**src/rtl/ps2_pkg.sv**
```systemverilog
`default_nettype none
// +----------------------------------------------------------------------------+
// | Module      : ps2_pkg                                                      |
// | Description : PS/2 set-2 protocol byte values, parser state encoding, the   |
// |               default key make codes and a control-byte classifier.        |
// | Revision    : 1.0 - initial release                                        |
// +----------------------------------------------------------------------------+
package ps2_pkg;

    // Sequence prefixes
    localparam logic [7:0] PS2_EXT    = 8'hE0;
    localparam logic [7:0] PS2_BRK    = 8'hF0;
    localparam logic [7:0] PS2_PAUSE  = 8'hE1;

    // Keyboard-to-host control / status bytes (never part of a key sequence)
    localparam logic [7:0] PS2_BAT_OK = 8'hAA;
    localparam logic [7:0] PS2_ACK    = 8'hFA;
    localparam logic [7:0] PS2_RESEND = 8'hFE;
    localparam logic [7:0] PS2_ECHO   = 8'hEE;
    localparam logic [7:0] PS2_ERR0   = 8'h00;
    localparam logic [7:0] PS2_ERR1   = 8'hFF;

    // Parser states
    localparam logic [2:0] ST_IDLE       = 3'd0;
    localparam logic [2:0] ST_EXT        = 3'd1;
    localparam logic [2:0] ST_BRK        = 3'd2;
    localparam logic [2:0] ST_EXT_BRK    = 3'd3;
    localparam logic [2:0] ST_PAUSE_SKIP = 3'd4;

    // Pause/Break sends E1 followed by seven more bytes that carry no key info
    localparam logic [2:0] PAUSE_SKIP_LEN = 3'd7;

    // Movement key make codes (KEY_UP is an E0-extended code)
    localparam logic [7:0] KEY_W  = 8'h1D;
    localparam logic [7:0] KEY_S  = 8'h1B;
    localparam logic [7:0] KEY_A  = 8'h1C;
    localparam logic [7:0] KEY_D  = 8'h23;
    localparam logic [7:0] KEY_UP = 8'h75;

    function automatic logic is_ctrl_code(input logic [7:0] code);
        return (code == PS2_BAT_OK) || (code == PS2_ACK)  || (code == PS2_RESEND) ||
               (code == PS2_ECHO)   || (code == PS2_ERR0) || (code == PS2_ERR1);
    endfunction

endpackage
`default_nettype wire

```
**src/rtl/ps2_repeat_timer.sv**
```systemverilog
`default_nettype none
// +----------------------------------------------------------------------------+
// | Module      : ps2_repeat_timer                                             |
// | Description : Per-key auto-repeat generator. Loads REPEAT_DELAY-1 on press, |
// |               counts down while held, pulses o_repeat on reaching zero and  |
// |               reloads REPEAT_PERIOD-1. Release clears the count and wins    |
// |               over a coincident repeat.                                     |
// | Ports       : clk, rst (async, active-high), i_start (press), i_stop        |
// |               (release), i_held (current level), o_repeat (1-cycle pulse)   |
// | Revision    : 1.0 - initial release                                        |
// +----------------------------------------------------------------------------+
module ps2_repeat_timer #(
    parameter int REPEAT_DELAY  = 25000000,
    parameter int REPEAT_PERIOD = 5000000
) (
    input  logic clk,
    input  logic rst,
    input  logic i_start,
    input  logic i_stop,
    input  logic i_held,
    output logic o_repeat
);

    localparam int c_max_count = (REPEAT_DELAY > REPEAT_PERIOD) ? REPEAT_DELAY : REPEAT_PERIOD;
    localparam int c_cnt_w     = $clog2(c_max_count);
    localparam logic [c_cnt_w-1:0] c_delay_load  = c_cnt_w'(REPEAT_DELAY - 1);
    localparam logic [c_cnt_w-1:0] c_period_load = c_cnt_w'(REPEAT_PERIOD - 1);

    logic [c_cnt_w-1:0] r_cnt;
    logic               r_repeat;

    always_ff @(posedge clk or posedge rst) begin
        if (rst) begin
            r_cnt    <= '0;
            r_repeat <= 1'b0;
        end else if (i_stop) begin
            // Release suppresses a repeat that would land on the same cycle
            r_cnt    <= '0;
            r_repeat <= 1'b0;
        end else if (i_start) begin
            r_cnt    <= c_delay_load;
            r_repeat <= 1'b0;
        end else if (i_held) begin
            if (r_cnt == '0) begin
                r_cnt    <= c_period_load;
                r_repeat <= 1'b1;
            end else begin
                r_cnt    <= r_cnt - 1'b1;
                r_repeat <= 1'b0;
            end
        end else begin
            r_repeat <= 1'b0;
        end
    end

    assign o_repeat = r_repeat;

endmodule
`default_nettype wire

```
**src/rtl/ps2_keyset_tracker.sv**
```systemverilog
`default_nettype none
// +----------------------------------------------------------------------------+
// | Module      : ps2_keyset_tracker                                           |
// | Description : Tracks held state of NUM_KEYS PS/2 set-2 keys (with optional  |
// |               E0 extension) from a validated scancode stream; produces      |
// |               held levels, press/release pulses and timed auto-repeat.      |
// | Ports       : clock, reset (async, active-high)                            |
// |               scancode[7:0], scancode_valid, clear_all        (inputs)      |
// |               key_held, key_press, key_release, key_repeat [NUM_KEYS-1:0]   |
// |               any_held, unknown_code                           (outputs)     |
// | Revision    : 1.0 - initial release                                        |
// +----------------------------------------------------------------------------+
module ps2_keyset_tracker
    import ps2_pkg::*;
#(
    parameter int                      NUM_KEYS      = 4,
    parameter logic [8*NUM_KEYS-1:0]   KEY_CODES     = {KEY_D, KEY_A, KEY_S, KEY_W},
    parameter logic [NUM_KEYS-1:0]     KEY_EXT       = '0,
    parameter int                      REPEAT_DELAY  = 25000000,
    parameter int                      REPEAT_PERIOD = 5000000
) (
    input  logic                clock,
    input  logic                reset,
    input  logic [7:0]          scancode,
    input  logic                scancode_valid,
    input  logic                clear_all,
    output logic [NUM_KEYS-1:0] key_held,
    output logic [NUM_KEYS-1:0] key_press,
    output logic [NUM_KEYS-1:0] key_release,
    output logic [NUM_KEYS-1:0] key_repeat,
    output logic                any_held,
    output logic                unknown_code
);

    logic [2:0]          r_state;
    logic [2:0]          r_skip;
    logic [NUM_KEYS-1:0] r_held;
    logic [NUM_KEYS-1:0] r_press;
    logic [NUM_KEYS-1:0] r_release;
    logic                r_unknown;

    logic [2:0]          w_state_nxt;
    logic [2:0]          w_skip_nxt;
    logic                w_byte_ok;
    logic                w_make;
    logic                w_brk;
    logic                w_ext;
    logic [NUM_KEYS-1:0] w_match;
    logic [NUM_KEYS-1:0] w_press;
    logic [NUM_KEYS-1:0] w_release;
    logic                w_unknown;

    // A byte arriving together with clear_all is dropped
    assign w_byte_ok = scancode_valid && !clear_all;

    // ------------------------------------------------------------------------
    // Parser: classifies the completing byte of a sequence as make or break
    // ------------------------------------------------------------------------
    always_comb begin
        w_state_nxt = r_state;
        w_skip_nxt  = r_skip;
        w_make      = 1'b0;
        w_brk       = 1'b0;
        w_ext       = 1'b0;
        if (w_byte_ok) begin
            if (r_state == ST_PAUSE_SKIP) begin
                // Pause payload is opaque, even bytes that look like control codes
                if (r_skip <= 3'd1) begin
                    w_state_nxt = ST_IDLE;
                    w_skip_nxt  = 3'd0;
                end else begin
                    w_skip_nxt  = r_skip - 3'd1;
                end
            end else if (is_ctrl_code(scancode)) begin
                w_state_nxt = ST_IDLE;
            end else begin
                case (r_state)
                    ST_IDLE: begin
                        if (scancode == PS2_EXT) begin
                            w_state_nxt = ST_EXT;
                        end else if (scancode == PS2_BRK) begin
                            w_state_nxt = ST_BRK;
                        end else if (scancode == PS2_PAUSE) begin
                            w_state_nxt = ST_PAUSE_SKIP;
                            w_skip_nxt  = PAUSE_SKIP_LEN;
                        end else begin
                            w_make = 1'b1;
                        end
                    end
                    ST_EXT: begin
                        if (scancode == PS2_BRK) begin
                            w_state_nxt = ST_EXT_BRK;
                        end else begin
                            w_make      = 1'b1;
                            w_ext       = 1'b1;
                            w_state_nxt = ST_IDLE;
                        end
                    end
                    ST_BRK: begin
                        w_brk       = 1'b1;
                        w_state_nxt = ST_IDLE;
                    end
                    ST_EXT_BRK: begin
                        w_brk       = 1'b1;
                        w_ext       = 1'b1;
                        w_state_nxt = ST_IDLE;
                    end
                    default: begin
                        w_state_nxt = ST_IDLE;
                    end
                endcase
            end
        end
    end

    // ------------------------------------------------------------------------
    // Key matching: every key whose code and extension flag agree is updated
    // ------------------------------------------------------------------------
    generate
        for (genvar gi = 0; gi < NUM_KEYS; gi++) begin : g_match
            assign w_match[gi] = (scancode == KEY_CODES[8*gi +: 8]) && (w_ext == KEY_EXT[gi]);
        end
    endgenerate

    // Typematic makes on a held key and breaks on an idle key are no-ops
    assign w_press   = {NUM_KEYS{w_make}} & w_match & ~r_held;
    assign w_release = clear_all ? r_held : ({NUM_KEYS{w_brk}} & w_match & r_held);
    assign w_unknown = (w_make || w_brk) && (w_match == '0);

    always_ff @(posedge clock or posedge reset) begin
        if (reset) begin
            r_state   <= ST_IDLE;
            r_skip    <= 3'd0;
            r_held    <= '0;
            r_press   <= '0;
            r_release <= '0;
            r_unknown <= 1'b0;
        end else begin
            if (clear_all) begin
                r_state <= ST_IDLE;
                r_skip  <= 3'd0;
            end else begin
                r_state <= w_state_nxt;
                r_skip  <= w_skip_nxt;
            end
            r_held    <= (r_held | w_press) & ~w_release;
            r_press   <= w_press;
            r_release <= w_release;
            r_unknown <= w_unknown;
        end
    end

    // ------------------------------------------------------------------------
    // Per-key auto-repeat timers
    // ------------------------------------------------------------------------
    generate
        for (genvar gk = 0; gk < NUM_KEYS; gk++) begin : g_repeat
            ps2_repeat_timer #(
                .REPEAT_DELAY  (REPEAT_DELAY),
                .REPEAT_PERIOD (REPEAT_PERIOD)
            ) u_timer (
                .clk      (clock),
                .rst      (reset),
                .i_start  (w_press[gk]),
                .i_stop   (w_release[gk]),
                .i_held   (r_held[gk]),
                .o_repeat (key_repeat[gk])
            );
        end
    endgenerate

    assign key_held     = r_held;
    assign key_press    = r_press;
    assign key_release  = r_release;
    assign any_held     = |r_held;
    assign unknown_code = r_unknown;

endmodule
`default_nettype wire

```
**config.mk**
```make
export PLATFORM = sky130hd
export DESIGN_NAME = ps2_keyset_tracker
export DESIGN_NICKNAME = d
export VERILOG_FILES = /design/src/rtl/ps2_pkg.sv /design/src/rtl/ps2_repeat_timer.sv /design/src/rtl/ps2_keyset_tracker.sv
export SDC_FILE = /design/constraint.sdc
export NUM_CORES = 1
export LEC_CHECK = 0
export BUFFER_PORTS_ARGS = -buffer_cell sky130_fd_sc_hd__buf_2
export CAP_MARGIN = 40
export CORE_MARGIN = 2
export CORE_UTILIZATION = 35
export DETAILED_ROUTE_END_ITERATION = 8
export SLEW_MARGIN = 20
export SYNTH_ARGS = -nofsm -noshare
export SYNTH_HDL_FRONTEND = slang
export SYNTH_SLANG_ARGS = --single-unit
```
**constraint.sdc**
```tcl
create_clock -name clock -period 4.6 [get_ports clock]
set_input_delay 0.46 -clock clock [delete_from_list [all_inputs] [get_ports clock]]
set_output_delay 0.46 -clock clock [all_outputs]
set_load 0.01 [all_outputs]
```
; ---- Word-level counts from Yosys, hierarchy flattened
; Index checks and enable logic that the tools add are counted.
[classes]
reduce_logical = 31
n_addsub = 5
bitwise = 9
order_cmp = 1
n_mux = 68
n_eq_ne = 21
[op_table]
columns = cell, count
row1 = two-way mux 25 bit, 16
row2 = zero test 25 bit, 4
row3 = subtractor 25 x 1 -> 25 bit (second input constant), 4
row4 = equality test 8 bit (second input constant), 8
row5 = two-way mux 3 bit, 17
row6 = two-way mux 1 bit, 30
row7 = equality test 8 x 5 -> 1 bit (second input constant), 3
row8 = AND 4 bit, 5
row9 = nonzero test 3 bit, 6
row10 = inequality test 3 bit (second input constant), 3
row11 = equality test 8 x 6 -> 1 bit (second input constant), 1
row12 = zero test 8 bit, 1
row13 = inverter 4 bit, 2
row14 = inequality test 7 bit (second input constant), 1
row15 = equality test 3 x 2 -> 1 bit (second input constant), 2
row16 = logical AND 1 bit, 6
row17 = logical OR 1 bit, 6
row18 = one-hot mux 3 bit (2 select lines), 1
row19 = AND reduction 6 bit, 1
row20 = zero test 4 bit, 1
row21 = two-way mux 4 bit, 1
row22 = OR 4 bit, 1
row23 = one-hot mux 1 bit (2 select lines), 2
row24 = OR reduction 4 bit, 1
row25 = 12 further kinds, 12
[word_totals]
wordCells = 149
input_bits = 12
regBits = 123
out_inout_bits = 18

; ---- Longest topological paths before layout
; Gate-level depths: netlist of the first run.
[depth]
ltp_word = 16
depth_mapped = 11
ltp_nobuf = 9

; ---- Hierarchy
; A second synthesis of the first run with hierarchy kept.
[hier_totals]
hier_cells = 775
area_unflattened_um2 = 7124.3
[by_module_without_submodules]
columns = mod, cells_each, area_per_inst_um2, instances
row1 = ps2_repeat_timer (g_repeat[0].u_timer ...), 165, 1514.0, 2
row2 = ps2_repeat_timer (g_repeat[2].u_timer ...), 160, 1476.4, 2
row3 = ps2_keyset_tracker, 125, 1143.6, 1

; ---- Worst setup path after synthesis of the first run
; OpenSTA, ideal clock, no wires.
[synth_path]
path_type = input -> register
start = in scancode[2]
end = reg g_repeat[1].u_timer.r_cnt[19]
path_slack_ps = 1724
path_stages = 7
arrival_ps = 2755
path_cell_list = buf_6 > or4_4 > or4b_4 > a211oi_4 > nor2_4 > or4_1 > a32o_1
[synth_via]
elab_chain_cells = 15
word_cells_on_any_way = 40
classes_between = eq/ne: 9 / mux: 18 / bitwise: 5 / reduce/logical: 8
[synth_lines]
columns = element, line_no
row1 = start: declaration, ps2_keyset_tracker.sv:24  ; input logic [7:0] scancode,
row2 = branches (longest 15 deep; another with two-way mux 25 bit), --
row3 = end signal: assignment, ps2_repeat_timer.sv:41  ; r_cnt <= c_delay_load;
row4 = end signal: assignment, ps2_repeat_timer.sv:45  ; r_cnt <= c_period_load;
row5 = end signal: assignment, ps2_repeat_timer.sv:48  ; r_cnt <= r_cnt - 1'b1;
row6 = end: declaration, ps2_repeat_timer.sv:29  ; logic [c_cnt_w-1:0] r_cnt;
; Several ways; the timed one is not identified.
; A chain may end at the register's enable or synchronous reset.

; ---- Worst setup path after layout of the first run
[layout_path]
start = in scancode[1]
end = reg g_repeat[1].u_timer.r_cnt[19]
; The elaborated chain is that of the path after synthesis.

==> metrics.md, run 1 <==
| Metric | Value |
|---|---|
| Run status | `finished clean` |
| Biggest area contributors in the synthesized netlist | `dfrtp_1 43%, o21ai_0 4.9%, nand2_1 4.7%` |
| Number of flip-flops and latches in the synthesized netlist | `123` |
| Register share of total power | `43.0%` |
| Setup slack of the critical path after layout | `1.648 ns` |
| Initial Util | `35.62%` |
| Worst endpoint data arrival time | `3.27 ns` |
| Number of buffers inserted by hold repair at cts | `0` |
| Cell-by-cell listing of the critical path | `buf_2, or4_4, or4_1, and3_1, o21a_1, nor2_1, inv_1, a32o_1` |
| Syn Area/Cell | `8.610 um2` |
| Routed vias | `6501` |
| Main synth FF type | `dfrtp_1` |
| Worst stage delay on the critical path | `0.55 ns` |
| Post CTS Setup Buffer Count | `0` |
| Library cells used by synthesis | `71` |
| Clock input transition at the sequential cells of the worst setup and hold paths | `0.05 ns` |
| Final Cell Area | `8155 um2` |
| Pre-CTS setup slack | `1.219 ns` |
| Half-perimeter wire length of the detailed placement result | `12990 um` |
| Global-route usage over all layers | `17.95%` |
| Worst setup path category | `input pin to flip-flop` |
| Post-Synthesis Cell Area | `7207 um2` |
| IO Port Bufs | `29` |
| Final-layout fill cell count | `2028` |
| Die Wd | `147.5 um` |
| CTS-repair resized insts | `0` |
| Net switching fraction of the power | `25.41%` |
| Power dissipated by switching net loads | `0.7196 mW` |
| Share of the synthesized area in the top cell type | `42.71%` |
| Largest voltage drop on the vdd net | `0.2257 mV` |
| Data required time at the worst endpoint | `4.91 ns` |
| Classification of the worst-slack hold path | `input pin to async pin` |
| Synth async-reset ratio | `100.0%` |
| Worst Clk Skew | `0.01256 ns` |
| DRC marker count from the first detailed-route iteration | `505` |
| Max-slew violations | `0` |
| Max Buffers Root-to-Sink | `2` |
| Die Ht | `147.5 um` |
| Area growth from synthesis to layout | `13.16%` |
| Overall power of the completed layout | `2.832 mW` |
| Fin crit period | `2.952 ns` |
| Upper clock frequency limit | `338.7 MHz` |
| Share of the clock period used by the worst path | `64.18%` |
| Tightest slew margin relative to the limit | `42.81%` |
| Die outline area | `21750 um2` |
| Final total negative setup slack | `0 ns` |
| Initial antenna violation count | `3` |
| Aggregate routed wire length | `18890 um` |
| Maximum number of pins on one net before global-route repair | `52` |
| Clk network pwr share | `46.8%` |
| Category of the worst setup path capture point | `flip-flop` |
| Antenna-violating nets left | `0` |
| Kind of launch point of the worst setup path | `input pin` |
| Cell area reported after detailed placement | `7566 um2` |
| Setup repair after global routing missed its margin | `false` |
| Static leakage | `3.466 nW` |
| Via count of the first global-routing pass | `6130` |
| Share of final-layout standard cells stronger than drive strength 1 | `9.827%` |
| Area of the core region | `20230 um2` |
| Num Clock Sinks | `123` |
| Max-cap viol count | `0` |
| TritonCTS clock tree | `built` |
| Final net count | `872` |
| Clk Latency, worst-skew pair | `0.43 ns` |
| Fraction of the yosys area taken by sequential cells | `42.71%` |
| Number of clock buffers inserted by TritonCTS | `17` |
| Power density over the cells | `347.2 nW/um2` |
| Proportion of power drawn by combinational gates | `10.2%` |
| Total setup violations reported at the end of the flow | `0` |
| Max FO, Critical Path | `14` |
| Router iterations before antenna repair | `5` |
| Wire length per cell after detailed routing | `16.61 um` |
| Wire length of the first global-routing pass | `31410 um` |
| Slowest cell on crit path | `or4_4` |
| Site Rows | `52` |
| Total nets after synthesis | `855` |
| Final hold viol count | `0` |
| Routed via count divided by cell count | `5.718` |
| Number of I/O pins | `30` |
| Number of standard cells after synthesis | `837` |
| Residual DRC | `0` |
| Most common cell after layout, fill and taps aside | `dfrtp_1` |
| Synthesis Warnings | `0` |
| Grt ovf | `0` |
| H-tree depth | `4` |
| EDFF count, synth | `0` |
| Last weighted congestion value of the routability-driven placer | `0.8577` |
| Commonest cells after routing, fill and taps aside | `123 x dfrtp_1, 91 x nand2_1, 71 x o21ai_0` |
| Design internal power | `2.112 mW` |
| Cell taking the most area after synthesis | `dfrtp_1` |
| Pin slew with the least headroom to its limit | `0.8489 ns` |
| Clk root buf | `clkbuf_16` |
==> per-stage QoR <==
step,cells,util [%],hold WS [ns]
after floorplan,837,-,0.4476
after global placement,1104,37.39,0.4738
after detailed placement,1104,37.39,0.4756
after CTS,1134,40.25,0.1577
after global routing,1136,40.29,0.1926
final,1137,40.30,0.1357
==> cell families (layout without fill, tap and decap cells) <==
logic type,after synthesis,in the layout,synth area share (%)
other cells,0,2,0
compound gates,244,244,22.45
simple gates,362,362,26.44
fa+ha+maj,6,6,1.042
flops,123,123,42.71
xor+xnor,11,11,1.337
mux,7,7,0.9896
buf+inv,84,112,5.035
==> routing by layer <==
| metal | routed length, um | global-route usage, % |
|---|---|---|
| met5 | 7 | 0 |
| met4 | 353 | 5.962 |
| met3 | 980 | 4.722 |
| met1 | 8981 | 24.73 |
| met2 | 8562 | 27.59 |
==> sequential cells by signal, summed over array words and instances, names as in the netlist <==
signal,flops
key_press,4
g_repeat.u_timer.o_repeat,4
unknown_code,1
r_skip,3
g_repeat.u_timer.r_cnt,100
key_release,4
key_held,4
r_state,3
==> Yosys cell counts (4+ instances only) <==
cell type	n
a21o_1	11
xnor2_1	4
o311ai_0	7
a31oi_1	18
or2_2	4
and3_1	6
xor2_1	7
nor4b_1	6
nor4_1	26
o21a_1	7
ha_1	6
o31ai_1	11
a21oi_1	41
mux2i_1	6
a31o_2	4
and2_1	9
nor2_1	62
clkbuf_1	29
nor2b_1	6
nor3b_1	8
o211ai_1	15
a211o_1	5
or4_1	14
nand2_1	91
o22ai_1	5
nand3_1	37
nand2b_1	9
nand3b_1	5
nor3_1	30
a221o_1	4
inv_1	39
a22oi_1	7
o31a_1	5
or3_1	21
nand4_1	11
o21ai_0	71
dfrtp_1	123
buf_4	8
==> power groups by stage <==
stage / Combinational, mW / Clock, mW / Sequential (mW)
2_1_floorplan: 0.225 / 0 / 1.21
3_3_place_gp: 0.283 / 0 / 1.23
3_5_place_dp: 0.288 / 0 / 1.23
4_1_cts: 0.289 / 1.35 / 1.21
5_1_grt: 0.329 / 1.40 / 1.23
6_report: 0.288 / 1.33 / 1.22
==> worst max-delay path: cells and delay by family <==
kind / cells / cell delay (ns)
AND/OR/NAND/NOR: 4 / 1.90
AO/OA/AOI/OAI: 2 / 0.63
buffers and inverters: 2 / 0.26
==> cell type report <==
| type | count | area, um2 | share of cell area [%] |
|---|---|---|---|
| Multi-Input combinational cell | 630 | 3766 | 46.18 |
| Clock inverter | 6 | 87.58 | 1.074 |
| Clock buffer | 24 | 491.7 | 6.029 |
| Sequential cell | 123 | 3078 | 37.74 |
| Timing Repair Buffer | 41 | 232.7 | 2.854 |
| Tap cell | 270 | 337.8 | 4.142 |
| Antenna cell | 2 | 5.005 | 0.06137 |
| Inverter | 41 | 156.4 | 1.918 |
==> path summary, 6_finish.rpt <==
| kind | from | endpoint | slack, ns | cells past startpoint |
|---|---|---|---|---|
| max | scancode[1] | g_repeat[1].u_timer.r_cnt[19] | 1.65 | 8 |
| max reg2reg | r_state[2] | g_repeat[2].u_timer.r_cnt[9] | 1.68 | 6 |
| min | reset | g_repeat[1].u_timer.r_cnt[24] | 0.14 | 2 |
| min in group clock | scancode[0] | r_state[2] | 0.38 | 3 |
| min reg2reg | g_repeat[3].u_timer.r_cnt[17] | g_repeat[3].u_timer.r_cnt[17] | 0.49 | 1 |
| max in group asynchronous | reset | g_repeat[2].u_timer.r_cnt[1] | 3.52 | 3 |
Note: power is estimated with default switching activity, not from simulation.
==> run 2: changes to the inputs <==
Clock period 4.6 ns to 3.06 ns, I/O delays scaled along.
==> run 2 against run 1 <==
  * Clock skew is 0.0031 ns lower
  * Setup slack got worse by 1.1 ns
  * Sequential cell count did not move
  * Global-route usage grew 0.58 points
  * Clock power increased by 63%
  * Final cell count grew 2.9%
  * Core utilization is 1.7 points higher
  * Count of clock-buffer cells in the layout is 6 lower
  * Combinational power up 60%
  * Register-to-register slack worse by 1.1 ns
  * Sequential share of layout area decreased by 1.5 points
==> metrics.md, run 2 (synthesized netlist as in run 1, its figures left out) <==
| Metric | Value |
|---|---|
| Power density over the cells | `524.8 nW/um2` |
| Total setup violations reported at the end of the flow | `0` |
| Share of the clock period used by the worst path | `81.56%` |
| Wire length per cell after detailed routing | `16.62 um` |
| Kind of launch point of the worst setup path | `flip-flop` |
| Upper clock frequency limit | `400.7 MHz` |
| Cell class contributing the biggest share of worst-path delay | `simple AND/OR/NAND/NOR gates` |
| Die Wd | `147.5 um` |
| Area of the core region | `20230 um2` |
| Final Cell Area | `8504 um2` |
| Buffers & Inverters on Critical Path | `0` |
| Die Ht | `147.5 um` |
| Initial antenna violation count | `3` |
| Static leakage | `3.662 nW` |
| Slowest cell on crit path | `dfrtp_1` |
| Placed Instances | `1136` |
| Worst setup path category | `flip-flop to flip-flop` |
| Global-route usage over all layers | `18.53%` |
| Number of clock buffers inserted by TritonCTS | `17` |
| Clk Latency, worst-skew pair | `0.42 ns` |
| Die outline area | `21750 um2` |
| Setup slack of the critical path after layout | `0.5643 ns` |
| Residual DRC | `0` |
| Max Buffers Root-to-Sink | `2` |
| Pre-CTS setup slack | `0.2141 ns` |
| Register with the most flip-flops | `g_repeat.u_timer.r_cnt` |
| Max FO, Critical Path | `10` |
| Most common cell after layout, fill and taps aside | `dfrtp_1` |
| Routed vias | `6574` |
| Commonest cells after routing, fill and taps aside | `123 x dfrtp_1, 91 x nand2_1, 71 x o21ai_0` |
| Max-cap viol count | `0` |
| Worst endpoint data arrival time | `2.80 ns` |
| Worst setup slack for register-to-register paths | `0.56 ns` |
| Share of final-layout standard cells stronger than drive strength 1 | `13.46%` |
| Fin crit period | `2.496 ns` |
| Maximum number of pins on one net before global-route repair | `51` |
| Data required time at the worst endpoint | `3.36 ns` |
| Category of the worst setup path capture point | `flip-flop` |
| Tightest slew margin relative to the limit | `55.28%` |
| Worst Clk Skew | `0.009458 ns` |
| Classification of the worst-slack hold path | `input pin to flip-flop` |
| Half-perimeter wire length of the detailed placement result | `13450 um` |
| Final hold viol count | `0` |
| Setup repair after global routing missed its margin | `false` |
| Router iterations before antenna repair | `5` |
| Aggregate routed wire length | `19450 um` |
| Run status | `finished clean` |
| Final total negative setup slack | `0 ns` |
| IO Port Bufs | `29` |
| Clk root buf | `clkbuf_16` |
| Largest voltage drop on the vdd net | `0.3303 mV` |
| Antenna-violating nets left | `0` |
| Area growth from synthesis to layout | `18.00%` |
| Number of I/O pins | `30` |
| Final net count | `904` |
| H-tree depth | `4` |
| Site Rows | `52` |
| Via count of the first global-routing pass | `6370` |
| Cell-by-cell listing of the critical path | `nor3b_1, nand2b_1, a211oi_4, nor2_4, or4_1, a32o_1` |
| Routed via count divided by cell count | `5.619` |
| Num Clock Sinks | `123` |
| Wire length of the first global-routing pass | `32860 um` |
| Cell area reported after detailed placement | `7858 um2` |
| TritonCTS clock tree | `built` |
| DRC marker count from the first detailed-route iteration | `565` |
| Initial Util | `35.62%` |
| Pin slew with the least headroom to its limit | `0.6676 ns` |
| Post-route insts no fill | `1170` |
| Overall power of the completed layout | `4.463 mW` |
| Number of flip-flops in the largest register | `100` |
| Last weighted congestion value of the routability-driven placer | `0.9140` |
| Max-slew violations | `0` |
| Clock input transition at the sequential cells of the worst setup and hold paths | `0.06 ns` |
| Worst stage delay on the critical path | `0.48 ns` |
| Grt ovf | `0` |
-- run 2: changes by cell type in the layout (fill, tap and decap cells not counted), sizes merged --
| cell | delta |
|---|---|
| clkinv | +4 |
| clkinvlp | +2 |
| diode | -1 |
| clkbuf | -7 |
| bufinv | +2 |
| dlygate4sd3 | +1 |
| buf | +32 |
-- run 2: layout make-up --
cell class / instances / area (um2)
tap: 270 / 337.8
fill: 1991 / 11730
inverter: 41 / 157.7
clock buffer: 18 / 439.2
timing repair buffer: 73 / 528.0
antenna: 1 / 2.502
clock inverter: 14 / 195.2
multi-input combinational: 630 / 3766
sequential: 123 / 3078
-- run 2: path summary, 6_finish.rpt --
check,startpoint,end,depth (start not counted)
hold reg to reg,g_repeat[3].u_timer.r_cnt[17],g_repeat[3].u_timer.r_cnt[17],1
min in group asynchronous,reset,g_repeat[2].u_timer.r_cnt[0],3
setup / recovery,r_state[2],g_repeat[1].u_timer.r_cnt[19],6
max in group asynchronous,reset,g_repeat[1].u_timer.r_cnt[15],4
setup reg to reg,r_state[2],g_repeat[1].u_timer.r_cnt[19],6
hold / removal,scancode[0],r_state[2],3
-- run 2: timing repair --
action,in CTS,in global routing
hold buffers,1,0
setup buffers,0,0
hold endpoints to repair,5,0
resized for setup,0,0
endpoints found under the setup margin,0,0
-- run 2: power breakdown --
| part | switching [mW] | leakage [nW] | internal (mW) |
|---|---|---|---|
| clock network | 0.788 | 0.299 | 1.39 |
| registers | 0.102 | 1.61 | 1.73 |
| logic | 0.263 | 1.76 | 0.198 |
-- run 2: tightest hold or removal path, delay by kind of cell --
| family | cells | cell delay (ns) |
|---|---|---|
| buffers and inverters | 1 | 0.16 |
| AND/OR/NAND/NOR | 1 | 0.07 |
| AO/OA/AOI/OAI | 1 | 0.07 |
-- run 2: stage by stage --
step | utilization [%] | hold slack (ns)
2_1_floorplan | - | 0.4476
3_3_place_gp | 38.73 | 0.4779
3_5_place_dp | 38.83 | 0.2703
4_1_cts | 42.02 | 0.2127
5_1_grt | 42.02 | 0.2595
6_report | 42.03 | 0.2249
-- run 2: layer usage --
| layer | wire (um) | up-vias | track usage [%] | part of all wire, % |
|---|---|---|---|---|
| li1 | - | 3222 | - | - |
| met1 | 9211 | 3174 | 25.34 | 47 |
| met2 | 9065 | 152 | 29.67 | 47 |
| met3 | 966 | 22 | 4.444 | 5.0 |
| met4 | 184 | 4 | 4.760 | 0.95 |
| met5 | 23 | - | 0 | 0.12 |
